--- src/rtl/rename_map_table_pkg.sv ---
// Shared types and default sizing for the rename map table and its checkpoint store.
package tboom_rename_pkg;

   localparam int DATA_WIDTH       = 5;
   localparam int MEMORY_WIDTH     = 32;
   localparam int NUM_ARCH_REGS    = 1 << DATA_WIDTH;
   localparam int CHECKPOINT_DEPTH = 8;
   localparam int CKPT_POS_WIDTH   = $clog2(CHECKPOINT_DEPTH);

   // One physical register index per architectural register, entry 0 in the low bits.
   typedef logic [NUM_ARCH_REGS-1:0][DATA_WIDTH-1:0] map_t;

endpackage

--- src/rtl/rename_map_table_if.sv ---
// Lookup, allocation-write and checkpoint/restore signals of the 2-wide rename map table.
interface rename_map_table_if #(
   parameter int DATA_WIDTH       = 5,
   parameter int MEMORY_WIDTH     = 32,
   parameter int CHECKPOINT_DEPTH = 8
);
   localparam int POS_WIDTH = $clog2(CHECKPOINT_DEPTH);

   logic                    checkpoint;
   logic                    restore;
   logic [POS_WIDTH-1:0]    checkpoint_restore_pos;

   logic                    i0_valid;
   logic                    i0_rd_valid;
   logic                    i0_rs1_valid;
   logic                    i0_rs2_valid;
   logic [DATA_WIDTH-1:0]   i0_arch_rs1;
   logic [DATA_WIDTH-1:0]   i0_arch_rs2;
   logic [DATA_WIDTH-1:0]   i0_arch_rd;

   logic                    i1_valid;
   logic                    i1_rd_valid;
   logic                    i1_rs1_valid;
   logic                    i1_rs2_valid;
   logic [DATA_WIDTH-1:0]   i1_arch_rs1;
   logic [DATA_WIDTH-1:0]   i1_arch_rs2;
   logic [DATA_WIDTH-1:0]   i1_arch_rd;

   logic                    write0_enable;
   logic [MEMORY_WIDTH-1:0] write0_pos;
   logic [DATA_WIDTH-1:0]   write0_phys_reg;
   logic                    write1_enable;
   logic [MEMORY_WIDTH-1:0] write1_pos;
   logic [DATA_WIDTH-1:0]   write1_phys_reg;

   logic                    i0_freelist_request;
   logic [DATA_WIDTH-1:0]   i0_phys_rs1;
   logic [DATA_WIDTH-1:0]   i0_phys_rs2;
   logic [DATA_WIDTH-1:0]   i0_phys_stale;
   logic                    i1_freelist_request;
   logic [DATA_WIDTH-1:0]   i1_phys_rs1;
   logic [DATA_WIDTH-1:0]   i1_phys_rs2;
   logic [DATA_WIDTH-1:0]   i1_phys_stale;

   modport master (
      output checkpoint, restore, checkpoint_restore_pos,
      output i0_valid, i0_rd_valid, i0_rs1_valid, i0_rs2_valid,
      output i0_arch_rs1, i0_arch_rs2, i0_arch_rd,
      output i1_valid, i1_rd_valid, i1_rs1_valid, i1_rs2_valid,
      output i1_arch_rs1, i1_arch_rs2, i1_arch_rd,
      output write0_enable, write0_pos, write0_phys_reg,
      output write1_enable, write1_pos, write1_phys_reg,
      input  i0_freelist_request, i0_phys_rs1, i0_phys_rs2, i0_phys_stale,
      input  i1_freelist_request, i1_phys_rs1, i1_phys_rs2, i1_phys_stale
   );

   modport slave (
      input  checkpoint, restore, checkpoint_restore_pos,
      input  i0_valid, i0_rd_valid, i0_rs1_valid, i0_rs2_valid,
      input  i0_arch_rs1, i0_arch_rs2, i0_arch_rd,
      input  i1_valid, i1_rd_valid, i1_rs1_valid, i1_rs2_valid,
      input  i1_arch_rs1, i1_arch_rs2, i1_arch_rd,
      input  write0_enable, write0_pos, write0_phys_reg,
      input  write1_enable, write1_pos, write1_phys_reg,
      output i0_freelist_request, i0_phys_rs1, i0_phys_rs2, i0_phys_stale,
      output i1_freelist_request, i1_phys_rs1, i1_phys_rs2, i1_phys_stale
   );

endinterface

--- src/rtl/rename_map_table_ckpt.sv ---
// Snapshot storage: CHECKPOINT_DEPTH full copies of the map table, one full-table
// write port and one combinational full-table read port, reset to the identity map.
module rename_checkpoint_store
   import tboom_rename_pkg::*;
#(
   parameter int DATA_WIDTH       = tboom_rename_pkg::DATA_WIDTH,
   parameter int CHECKPOINT_DEPTH = tboom_rename_pkg::CHECKPOINT_DEPTH
) (
   input  logic                                          clk,
   input  logic                                          rst,
   input  logic                                          we,
   input  logic [$clog2(CHECKPOINT_DEPTH)-1:0]           waddr,
   input  logic [(1<<DATA_WIDTH)-1:0][DATA_WIDTH-1:0]    wdata,
   input  logic [$clog2(CHECKPOINT_DEPTH)-1:0]           raddr,
   output logic [(1<<DATA_WIDTH)-1:0][DATA_WIDTH-1:0]    rdata
);
   localparam int NREGS = 1 << DATA_WIDTH;

   logic [NREGS-1:0][DATA_WIDTH-1:0] slots [CHECKPOINT_DEPTH];

   always_ff @(posedge clk) begin
      if (rst) begin
         for (int s = 0; s < CHECKPOINT_DEPTH; s++) begin
            for (int i = 0; i < NREGS; i++) begin
               slots[s][i] <= DATA_WIDTH'(i);
            end
         end
      end else if (we) begin
         slots[waddr] <= wdata;
      end
   end

   // Read is combinational so a restore and a checkpoint to the same slot swap contents.
   assign rdata = slots[raddr];

endmodule

--- src/rtl/rename_map_table.sv ---
// Speculative 2-wide register rename map table with full-table checkpoint/restore.
// Lookups read the registered map; writes, checkpoints and restores land at the edge.
module rename_map_table
   import tboom_rename_pkg::*;
#(
   parameter int DATA_WIDTH       = tboom_rename_pkg::DATA_WIDTH,
   parameter int MEMORY_WIDTH     = tboom_rename_pkg::MEMORY_WIDTH,
   parameter int CHECKPOINT_DEPTH = tboom_rename_pkg::CHECKPOINT_DEPTH
) (
   input logic              clk,
   input logic              rst,
   rename_map_table_if.slave bus
);
   localparam int NREGS = 1 << DATA_WIDTH;

   logic [NREGS-1:0][DATA_WIDTH-1:0] map;
   logic [NREGS-1:0][DATA_WIDTH-1:0] ckpt_rdata;
   logic [DATA_WIDTH-1:0]            w0_idx;
   logic [DATA_WIDTH-1:0]            w1_idx;
   logic                             w0_live;
   logic                             w1_live;
   logic                             unused_pos_bits;

   function automatic logic [DATA_WIDTH-1:0] lookup(
      input logic                             en,
      input logic [DATA_WIDTH-1:0]            idx,
      input logic [NREGS-1:0][DATA_WIDTH-1:0] tbl
   );
      return en ? tbl[idx] : '0;
   endfunction

   function automatic logic needs_alloc(
      input logic                  valid,
      input logic                  rd_valid,
      input logic [DATA_WIDTH-1:0] rd
   );
      return valid & rd_valid & (rd != '0);
   endfunction

   // Only the low DATA_WIDTH bits of the write position address the table.
   assign w0_idx          = bus.write0_pos[DATA_WIDTH-1:0];
   assign w1_idx          = bus.write1_pos[DATA_WIDTH-1:0];
   assign unused_pos_bits = ^{bus.write0_pos[MEMORY_WIDTH-1:DATA_WIDTH],
                              bus.write1_pos[MEMORY_WIDTH-1:DATA_WIDTH]};

   // x0 is never renamed, so index-0 writes are dropped and map[0] stays 0.
   assign w0_live = bus.write0_enable & (w0_idx != '0);
   assign w1_live = bus.write1_enable & (w1_idx != '0);

   rename_checkpoint_store #(
      .DATA_WIDTH       (DATA_WIDTH),
      .CHECKPOINT_DEPTH (CHECKPOINT_DEPTH)
   ) u_ckpt (
      .clk   (clk),
      .rst   (rst),
      .we    (bus.checkpoint),
      .waddr (bus.checkpoint_restore_pos),
      .wdata (map),
      .raddr (bus.checkpoint_restore_pos),
      .rdata (ckpt_rdata)
   );

   // Restore overrides both write ports; write1 is applied last so it wins on a collision.
   always_ff @(posedge clk) begin
      if (rst) begin
         for (int i = 0; i < NREGS; i++) begin
            map[i] <= DATA_WIDTH'(i);
         end
      end else if (bus.restore) begin
         map <= ckpt_rdata;
      end else begin
         if (w0_live) map[w0_idx] <= bus.write0_phys_reg;
         if (w1_live) map[w1_idx] <= bus.write1_phys_reg;
      end
   end

   assign bus.i0_phys_rs1   = lookup(bus.i0_valid & bus.i0_rs1_valid, bus.i0_arch_rs1, map);
   assign bus.i0_phys_rs2   = lookup(bus.i0_valid & bus.i0_rs2_valid, bus.i0_arch_rs2, map);
   assign bus.i0_phys_stale = lookup(bus.i0_valid & bus.i0_rd_valid,  bus.i0_arch_rd,  map);
   assign bus.i1_phys_rs1   = lookup(bus.i1_valid & bus.i1_rs1_valid, bus.i1_arch_rs1, map);
   assign bus.i1_phys_rs2   = lookup(bus.i1_valid & bus.i1_rs2_valid, bus.i1_arch_rs2, map);
   assign bus.i1_phys_stale = lookup(bus.i1_valid & bus.i1_rd_valid,  bus.i1_arch_rd,  map);

   assign bus.i0_freelist_request = needs_alloc(bus.i0_valid, bus.i0_rd_valid, bus.i0_arch_rd);
   assign bus.i1_freelist_request = needs_alloc(bus.i1_valid, bus.i1_rd_valid, bus.i1_arch_rd);

endmodule

--- src/flat_wrapper.sv ---
// flat-port wrapper written by rule: the top's interface ports become plain ports
module rename_map_table_flat import tboom_rename_pkg::*;
#(
   parameter int DATA_WIDTH       = tboom_rename_pkg::DATA_WIDTH,
   parameter int MEMORY_WIDTH     = tboom_rename_pkg::MEMORY_WIDTH,
   parameter int CHECKPOINT_DEPTH = tboom_rename_pkg::CHECKPOINT_DEPTH
)
  (clk, rst, bus_checkpoint, bus_restore, bus_checkpoint_restore_pos, bus_i0_valid, bus_i0_rd_valid, bus_i0_rs1_valid, bus_i0_rs2_valid, bus_i0_arch_rs1, bus_i0_arch_rs2, bus_i0_arch_rd, bus_i1_valid, bus_i1_rd_valid, bus_i1_rs1_valid, bus_i1_rs2_valid, bus_i1_arch_rs1, bus_i1_arch_rs2, bus_i1_arch_rd, bus_write0_enable, bus_write0_pos, bus_write0_phys_reg, bus_write1_enable, bus_write1_pos, bus_write1_phys_reg, bus_i0_freelist_request, bus_i0_phys_rs1, bus_i0_phys_rs2, bus_i0_phys_stale, bus_i1_freelist_request, bus_i1_phys_rs1, bus_i1_phys_rs2, bus_i1_phys_stale);
  rename_map_table_if #(.DATA_WIDTH(DATA_WIDTH), .MEMORY_WIDTH(MEMORY_WIDTH), .CHECKPOINT_DEPTH(CHECKPOINT_DEPTH)) bus_i ();
  input logic clk;
  input logic rst;
  input wire logic [$bits(bus_i.checkpoint)-1:0] bus_checkpoint;
  input wire logic [$bits(bus_i.restore)-1:0] bus_restore;
  input wire logic [$bits(bus_i.checkpoint_restore_pos)-1:0] bus_checkpoint_restore_pos;
  input wire logic [$bits(bus_i.i0_valid)-1:0] bus_i0_valid;
  input wire logic [$bits(bus_i.i0_rd_valid)-1:0] bus_i0_rd_valid;
  input wire logic [$bits(bus_i.i0_rs1_valid)-1:0] bus_i0_rs1_valid;
  input wire logic [$bits(bus_i.i0_rs2_valid)-1:0] bus_i0_rs2_valid;
  input wire logic [$bits(bus_i.i0_arch_rs1)-1:0] bus_i0_arch_rs1;
  input wire logic [$bits(bus_i.i0_arch_rs2)-1:0] bus_i0_arch_rs2;
  input wire logic [$bits(bus_i.i0_arch_rd)-1:0] bus_i0_arch_rd;
  input wire logic [$bits(bus_i.i1_valid)-1:0] bus_i1_valid;
  input wire logic [$bits(bus_i.i1_rd_valid)-1:0] bus_i1_rd_valid;
  input wire logic [$bits(bus_i.i1_rs1_valid)-1:0] bus_i1_rs1_valid;
  input wire logic [$bits(bus_i.i1_rs2_valid)-1:0] bus_i1_rs2_valid;
  input wire logic [$bits(bus_i.i1_arch_rs1)-1:0] bus_i1_arch_rs1;
  input wire logic [$bits(bus_i.i1_arch_rs2)-1:0] bus_i1_arch_rs2;
  input wire logic [$bits(bus_i.i1_arch_rd)-1:0] bus_i1_arch_rd;
  input wire logic [$bits(bus_i.write0_enable)-1:0] bus_write0_enable;
  input wire logic [$bits(bus_i.write0_pos)-1:0] bus_write0_pos;
  input wire logic [$bits(bus_i.write0_phys_reg)-1:0] bus_write0_phys_reg;
  input wire logic [$bits(bus_i.write1_enable)-1:0] bus_write1_enable;
  input wire logic [$bits(bus_i.write1_pos)-1:0] bus_write1_pos;
  input wire logic [$bits(bus_i.write1_phys_reg)-1:0] bus_write1_phys_reg;
  output wire logic [$bits(bus_i.i0_freelist_request)-1:0] bus_i0_freelist_request;
  output wire logic [$bits(bus_i.i0_phys_rs1)-1:0] bus_i0_phys_rs1;
  output wire logic [$bits(bus_i.i0_phys_rs2)-1:0] bus_i0_phys_rs2;
  output wire logic [$bits(bus_i.i0_phys_stale)-1:0] bus_i0_phys_stale;
  output wire logic [$bits(bus_i.i1_freelist_request)-1:0] bus_i1_freelist_request;
  output wire logic [$bits(bus_i.i1_phys_rs1)-1:0] bus_i1_phys_rs1;
  output wire logic [$bits(bus_i.i1_phys_rs2)-1:0] bus_i1_phys_rs2;
  output wire logic [$bits(bus_i.i1_phys_stale)-1:0] bus_i1_phys_stale;
  assign bus_i.checkpoint = bus_checkpoint;
  assign bus_i.restore = bus_restore;
  assign bus_i.checkpoint_restore_pos = bus_checkpoint_restore_pos;
  assign bus_i.i0_valid = bus_i0_valid;
  assign bus_i.i0_rd_valid = bus_i0_rd_valid;
  assign bus_i.i0_rs1_valid = bus_i0_rs1_valid;
  assign bus_i.i0_rs2_valid = bus_i0_rs2_valid;
  assign bus_i.i0_arch_rs1 = bus_i0_arch_rs1;
  assign bus_i.i0_arch_rs2 = bus_i0_arch_rs2;
  assign bus_i.i0_arch_rd = bus_i0_arch_rd;
  assign bus_i.i1_valid = bus_i1_valid;
  assign bus_i.i1_rd_valid = bus_i1_rd_valid;
  assign bus_i.i1_rs1_valid = bus_i1_rs1_valid;
  assign bus_i.i1_rs2_valid = bus_i1_rs2_valid;
  assign bus_i.i1_arch_rs1 = bus_i1_arch_rs1;
  assign bus_i.i1_arch_rs2 = bus_i1_arch_rs2;
  assign bus_i.i1_arch_rd = bus_i1_arch_rd;
  assign bus_i.write0_enable = bus_write0_enable;
  assign bus_i.write0_pos = bus_write0_pos;
  assign bus_i.write0_phys_reg = bus_write0_phys_reg;
  assign bus_i.write1_enable = bus_write1_enable;
  assign bus_i.write1_pos = bus_write1_pos;
  assign bus_i.write1_phys_reg = bus_write1_phys_reg;
  assign bus_i0_freelist_request = bus_i.i0_freelist_request;
  assign bus_i0_phys_rs1 = bus_i.i0_phys_rs1;
  assign bus_i0_phys_rs2 = bus_i.i0_phys_rs2;
  assign bus_i0_phys_stale = bus_i.i0_phys_stale;
  assign bus_i1_freelist_request = bus_i.i1_freelist_request;
  assign bus_i1_phys_rs1 = bus_i.i1_phys_rs1;
  assign bus_i1_phys_rs2 = bus_i.i1_phys_rs2;
  assign bus_i1_phys_stale = bus_i.i1_phys_stale;
  rename_map_table #(.DATA_WIDTH(DATA_WIDTH), .MEMORY_WIDTH(MEMORY_WIDTH), .CHECKPOINT_DEPTH(CHECKPOINT_DEPTH)) u_core (.clk(clk), .rst(rst), .bus(bus_i));
endmodule
--- config.mk ---
export PLATFORM = sky130hd
export DESIGN_NAME = rename_map_table_flat
export DESIGN_NICKNAME = d
export VERILOG_FILES = /design/src/rtl/rename_map_table_pkg.sv /design/src/rtl/rename_map_table_if.sv /design/src/rtl/rename_map_table_ckpt.sv /design/src/rtl/rename_map_table.sv /design/src/flat_wrapper.sv
export SDC_FILE = /design/constraint.sdc
export NUM_CORES = 2
export LEC_CHECK = 0
export CAP_MARGIN = 20
export CORE_ASPECT_RATIO = 1.4
export CORE_MARGIN = 1.5
export CORE_UTILIZATION = 44
export DETAILED_ROUTE_END_ITERATION = 12
export MAX_ROUTING_LAYER = met4
export PLACE_DENSITY_LB_ADDON = 0.25
export SLEW_MARGIN = 25
export SYNTH_ARGS = -nofsm -noshare
export SYNTH_HDL_FRONTEND = slang
export SYNTH_SLANG_ARGS = --single-unit
--- constraint.sdc ---
create_clock -name clk -period 13.03 [get_ports clk]
set_input_delay 2.606 -clock clk [delete_from_list [all_inputs] [get_ports clk]]
set_output_delay 2.606 -clock clk [all_outputs]
set_load 0.01 [all_outputs]
**After elaboration in Yosys (flattened, before gate mapping)**

Memories as Yosys holds them, arrays and structs flattened.
Index checks and enable logic that the tools add are counted.

- Register bits: 160
- Bits in writable memories: 1280
- Input bits: 121
- Output and inout bits: 32
- Logic and storage cells: 97
- Memories: 1

- Magnitude comparators: 10
- Multiplexer cells: 37
- Bitwise logic cells: 10
- Reduce and logical (&&, ||, !) cells: 7

Memory list:

| memory | depth | bits a word | read ports | clocked after memory_dff | write ports | line | RTL |
|---|---|---|---|---|---|---|---|
| u_core.u_ckpt.slots | 8 | 160 | 1 | 0 | 8 | rename_map_table_ckpt.sv:19 | `logic [NREGS-1:0][DATA_WIDTH-1:0] slots [CHECKPOINT_DEPTH];` |

Operator list:

| cell | count |
|---|---|
| $mux 160 | 6 |
| $bwmux 160 | 2 |
| $reduce_or 160->1 | 1 |
| $bmux 5 s5 | 6 |
| $mux 5 | 14 |
| $demux 5 s5 | 2 |
| $lt 5x6->1 const B | 8 |
| $reduce_bool 5->1 | 4 |
| $and 1x1->1 | 10 |
| $ge 5x1->1 const B | 2 |
| $mux 1 | 6 |
| $mux 3 | 1 |
| $logic_and 1x1->1 | 2 |

**Logic depth before layout (Yosys ltp)**

- Depth in word-level cells: 11
- Depth in mapped cells: 8

**Cells and area by module**

From an unflattened synthesis, not the netlist that was laid out.

- Cells, all modules: 5318
- Area, all modules: 74985.7 um^2

Modules (own cells, without submodules):

| module | times used | cells each | area an instance (um^2) | seq. area each (um^2) |
|---|---|---|---|---|
| rename_checkpoint_store | 1 | 3433 | 57517.7 | 38436.9 |
| rename_map_table | 1 | 1885 | 17468.0 | 3203.1 |

**Worst setup path before layout**

OpenSTA, ideal clock, no wires.

- Path kind: input -> output
- Start point: in bus_i0_arch_rd[1]
- End point: out bus_i0_phys_stale[2]
- Arrival time: 4.035 ns
- Required time: 10.424 ns
- Path slack: 6.389 ns
- Cell stages on the path: 8
- Cells stage by stage: buf_4 buf_6 buf_6 buf_6 mux2i_1 a221oi_1 o21ai_0 a31oi_1

- Word-level cells in the longest chain between the ends: 3

RTL lines:

| element | line | RTL |
|---|---|---|
| start, declared | flat_wrapper.sv:21 | `input wire logic [$bits(bus_i.i0_arch_rd)-1:0] bus_i0_arch_rd;` |
| $bmux 5 s5 | rename_map_table.sv:29 | `return en ? tbl[idx] : '0;` |
| $mux 5 (implied by the code) | rename_map_table.sv:29 |  |
| $mux 5 | rename_map_table.sv:29 |  |
| end, declared | flat_wrapper.sv:38 | `output wire logic [$bits(bus_i.i0_phys_stale)-1:0] bus_i0_phys_stale;` |

Every way passes these cells. The select of a mux whose other input is x is not followed.

**Final worst setup path**

- Start point: in bus_i1_arch_rs2[3]
- End point: out bus_i1_phys_rs2[2]

- Word-level cells in the longest chain between the ends: 3

RTL lines:

| element | line | RTL |
|---|---|---|
| start, declared | flat_wrapper.sv:27 | `input wire logic [$bits(bus_i.i1_arch_rs2)-1:0] bus_i1_arch_rs2;` |
| $bmux 5 s5 | rename_map_table.sv:29 |  |
| $mux 5 (implied by the code) | rename_map_table.sv:29 |  |
| $mux 5 | rename_map_table.sv:29 |  |
| end, declared | flat_wrapper.sv:41 | `output wire logic [$bits(bus_i.i1_phys_rs2)-1:0] bus_i1_phys_rs2;` |

Every way passes these cells. The select of a mux whose other input is x is not followed.

==> results by group <==
Logic synthesis
  – Synth top area share: 0.5126
  – Synth Warn #: 0
  – Async S/R FF share, synth: 0
  – Mapped Cells: 5449
  – Seq/Total Area, Yosys: 0.5553
  – Prevailing post-synth register cell: edfxtp_1
  – Yosys reg bits: between 1000 and 1500
  – Most area-hungry cell type in the Yosys netlist: edfxtp_1
  – EDFF count, synth: 1280
  – Mapped Avg Cell Area: 13.76 µm²
  – Unique masters post-synth: 54
  – Post-Syn Area: 0.07498 mm²
  – Syn_nets: 5570
  – Dominant cells by area after synthesis: edfxtp_1, mux4_2, and2_1, dfxtp_1, or3_1

Routing
  – Initial DRC Count: 6124
  – Drt pass-1 iters: 6
  – DRC: 0
  – WL per Instance: 33.59 µm
  – Via Count: around 50000
  – Total Wirelength: between 200000 and 300000 µm
  – DRT antenna net count: 0
  – Drt via density: 6.678

Global route
  – First-pass GRT wire length: 360100 µm
  – Initial antenna violation count: 35
  – Remaining global-route overflow: 0
  – Largest net degree at the start of global routing: between 150 and 200
  – Vias in the first global route: around 50000
  – Gr usage total: 0.2987

Critical path
  – Slowest stage delay, CP: 1.07 ns
  – Crit-path max FO: 12
  – Startpoint types: input pin
  – CP endpoint kind: output port
  – Critical Path RT: 10.42 ns
  – WS Path Type: input pin to output port
  – R2r setup slk: 11.21 ns
  – Most common cell on crit path: clkdlybuf4s50_1
  – Cell count of the worst reg-to-reg path: 3
  – Crit-path cells: clkdlybuf4s50_1 -> nor2_1 -> a221o_1 -> a31oi_1 -> clkdlybuf4s50_1
  – Worst reg2reg endpoint: u_core.map[152]
  – Slowest CP cell: clkdlybuf4s50_1
  – Arrival time worst endpoint: between 5 and 6 ns
  – FF-to-FF Start: u_core.map[152]

Die
  – Core area: 0.1695 mm²
  – FP Rows: 179
  – Die W: 351.9 µm
  – Die height: 491.5 µm
  – Die ar.: ~0.17 mm²
  – I/O pin count: roughly 150
  – Initial Util: 0.4423

Clock network
  – Post-CTS Setup Inserts: 0
  – Post-CTS resize count: 0
  – Clock sink count: 1440
  – Clk buf depth: 3
  – H-tree Lvls: 4
  – CTS tree: done
  – Reg clk slew, reported paths: around 0.06 ns
  – Clock Latency Late Sink: 0.80 ns
  – Cts bufs inserted: 137
  – CTS Root Buffer Type: clkbuf_16
  – Hold buffer count at cts: 0

Pwr
  – Leak pwr: 0.02409 µW
  – Peak supply drop: between 100 and 150 µV
  – Pwr Total: 10290 µW
  – Cell Pwr Density: 126.7 mW/mm²

Cells and area
  – FF/Latch Area: 0.04164 mm²
  – Filler Cell Count: 14660
  – Most frequent cells in the layout: edfxtp_1, and2_1, mux4_2
  – Commonest non-fill, non-tap cell in the layout: edfxtp_1
  – Finished Core Util: 0.4793
  – Final nets: 5230
  – Area of the multi-input gates: 0.03052 mm²
  – Synth-to-layout area growth: 8.373%
  – Share of layout cells above drive strength 1: 0.1928

STA
  – Rel. slew slack: 0.2270
  – Fmax: 121.6 MHz
  – Fin crit share: 0.6309
  – Final min period: 8.220 ns
  – Fin. max-slew vios: 0
  – RSZ-0062 raised after global routing: no
  – Skew final: 0.02271 ns
  – Setup_tns: 0 ns
  – Final setup viols: 0
  – Final hold vios: 0
  – Worst-Margin Slew: approximately 1.2 ns

Hold path
  – Worst Hold Path EP: u_core.map[3]
  – Worst min-delay path startpoint: u_core.map[3]
  – Min-delay worst type: register to register
  – Hold path cells: 3

Flow run
  – Max Cap Violations: 0

Place
  – Gpl congestion: about 0.95
  – Dpl hpwl: 142600 µm
  – IO buf count: 98

Run status
  – Outcome: finished clean
[critical path: cells and delay by family]
family	cells	cell delay (ns)
compound gates	2	0.97
buf+inv	2	1.72
simple gates	1	0.29
[power breakdown]
group	leakage (µW)	total [µW]	internal, µW	switching (µW)
Clock	0.00209	3920	2120	1790
Combinational	0.00965	1060	383	675
Sequential	0.0124	5320	5140	178
Total	0.0241	10300	7650	2650
[stage by stage]
stage,worst slack [ns],cells,hold WS [ns],cell area [µm²]
3_3_place_gp,4.952,7231,0.6743,76880
5_1_grt,4.809,7511,0.7426,81260
4_1_cts,4.924,7483,0.6973,81170
3_5_place_dp,4.932,7231,0.6874,76870
2_1_floorplan,6.389,5449,0.6609,74980
6_report,4.810,7513,0.6954,81260
[synthesized netlist by cell type, types with 3 or more instances]
| cell type | n |
|---|---|
| edfxtp_1 | 1280 |
| and2_1 | 650 |
| clkbuf_1 | 533 |
| mux4_2 | 517 |
| or3_1 | 488 |
| mux2i_1 | 238 |
| nand2b_1 | 170 |
| dfxtp_1 | 160 |
| o21ai_0 | 155 |
| nand3_1 | 150 |
| nor3_1 | 145 |
| a31oi_1 | 97 |
| buf_2 | 95 |
| a21oi_1 | 87 |
| mux2_2 | 86 |
| a311oi_1 | 78 |
| a211o_1 | 76 |
| o21a_1 | 67 |
| nand2_1 | 54 |
| or2_2 | 42 |
| a22oi_1 | 29 |
| a221o_1 | 28 |
| nor2_1 | 27 |
| buf_1 | 26 |
| nor2b_1 | 23 |
| buf_4 | 22 |
| buf_6 | 21 |
| and3_1 | 12 |
| nand4_1 | 11 |
| a21boi_0 | 10 |
| o31ai_1 | 10 |
| a21o_1 | 8 |
| a221oi_1 | 8 |
| a211oi_1 | 7 |
| nand4b_1 | 6 |
| nand4bb_1 | 5 |
| o2111ai_1 | 5 |
| and4b_1 | 3 |
[sequential cells by signal (all words and copies together), names as in the netlist]
register	cells
u_core.map	160
u_core.u_ckpt.slots	1280
[cell families after synthesis]
group           synth area share
mux                       0.2000
compound gates           0.06085
buf+inv                  0.03986
simple gates              0.1440
flops                     0.5553
[routing by layer]
metal / vias up / wire length (µm) / track usage
met5: - / 0 / -
met4: 0 / 11110 / 0.1242
met3: 645 / 26710 / 0.06442
met2: 3077 / 119700 / 0.4657
met1: 26020 / 94840 / 0.3778
li1: 20430 / - / -
[cell type report]
| type | instances | area share |
|---|---|---|
| inverter | 1 | 0.00004619 |
| tap | 2262 | 0.03483 |
| timing repair buffer | 220 | 0.02331 |
| clock inverter | 57 | 0.006390 |
| antenna | 29 | 0.0008930 |
| multi-input combinational | 3309 | 0.3756 |
| sequential | 1440 | 0.5124 |
| clock buffer | 195 | 0.04650 |
[how the worst max path moves through the flow]
stage,to,cells past startpoint,slack [ns],startpoint
floorplan,bus_i0_phys_stale[2],8,6.39,bus_i0_arch_rd[1]
global placement,bus_i1_phys_rs2[4],6,4.95,bus_i1_arch_rs2[0]
detailed placement,bus_i1_phys_rs2[2],5,4.93,bus_i1_arch_rs2[3]
CTS,bus_i1_phys_rs2[2],5,4.92,bus_i1_arch_rs2[3]
global route,bus_i1_phys_rs2[2],5,4.81,bus_i1_arch_rs2[3]
finish,bus_i1_phys_rs2[2],5,4.81,bus_i1_arch_rs2[3]
Note: power is estimated with default switching activity, not from simulation.
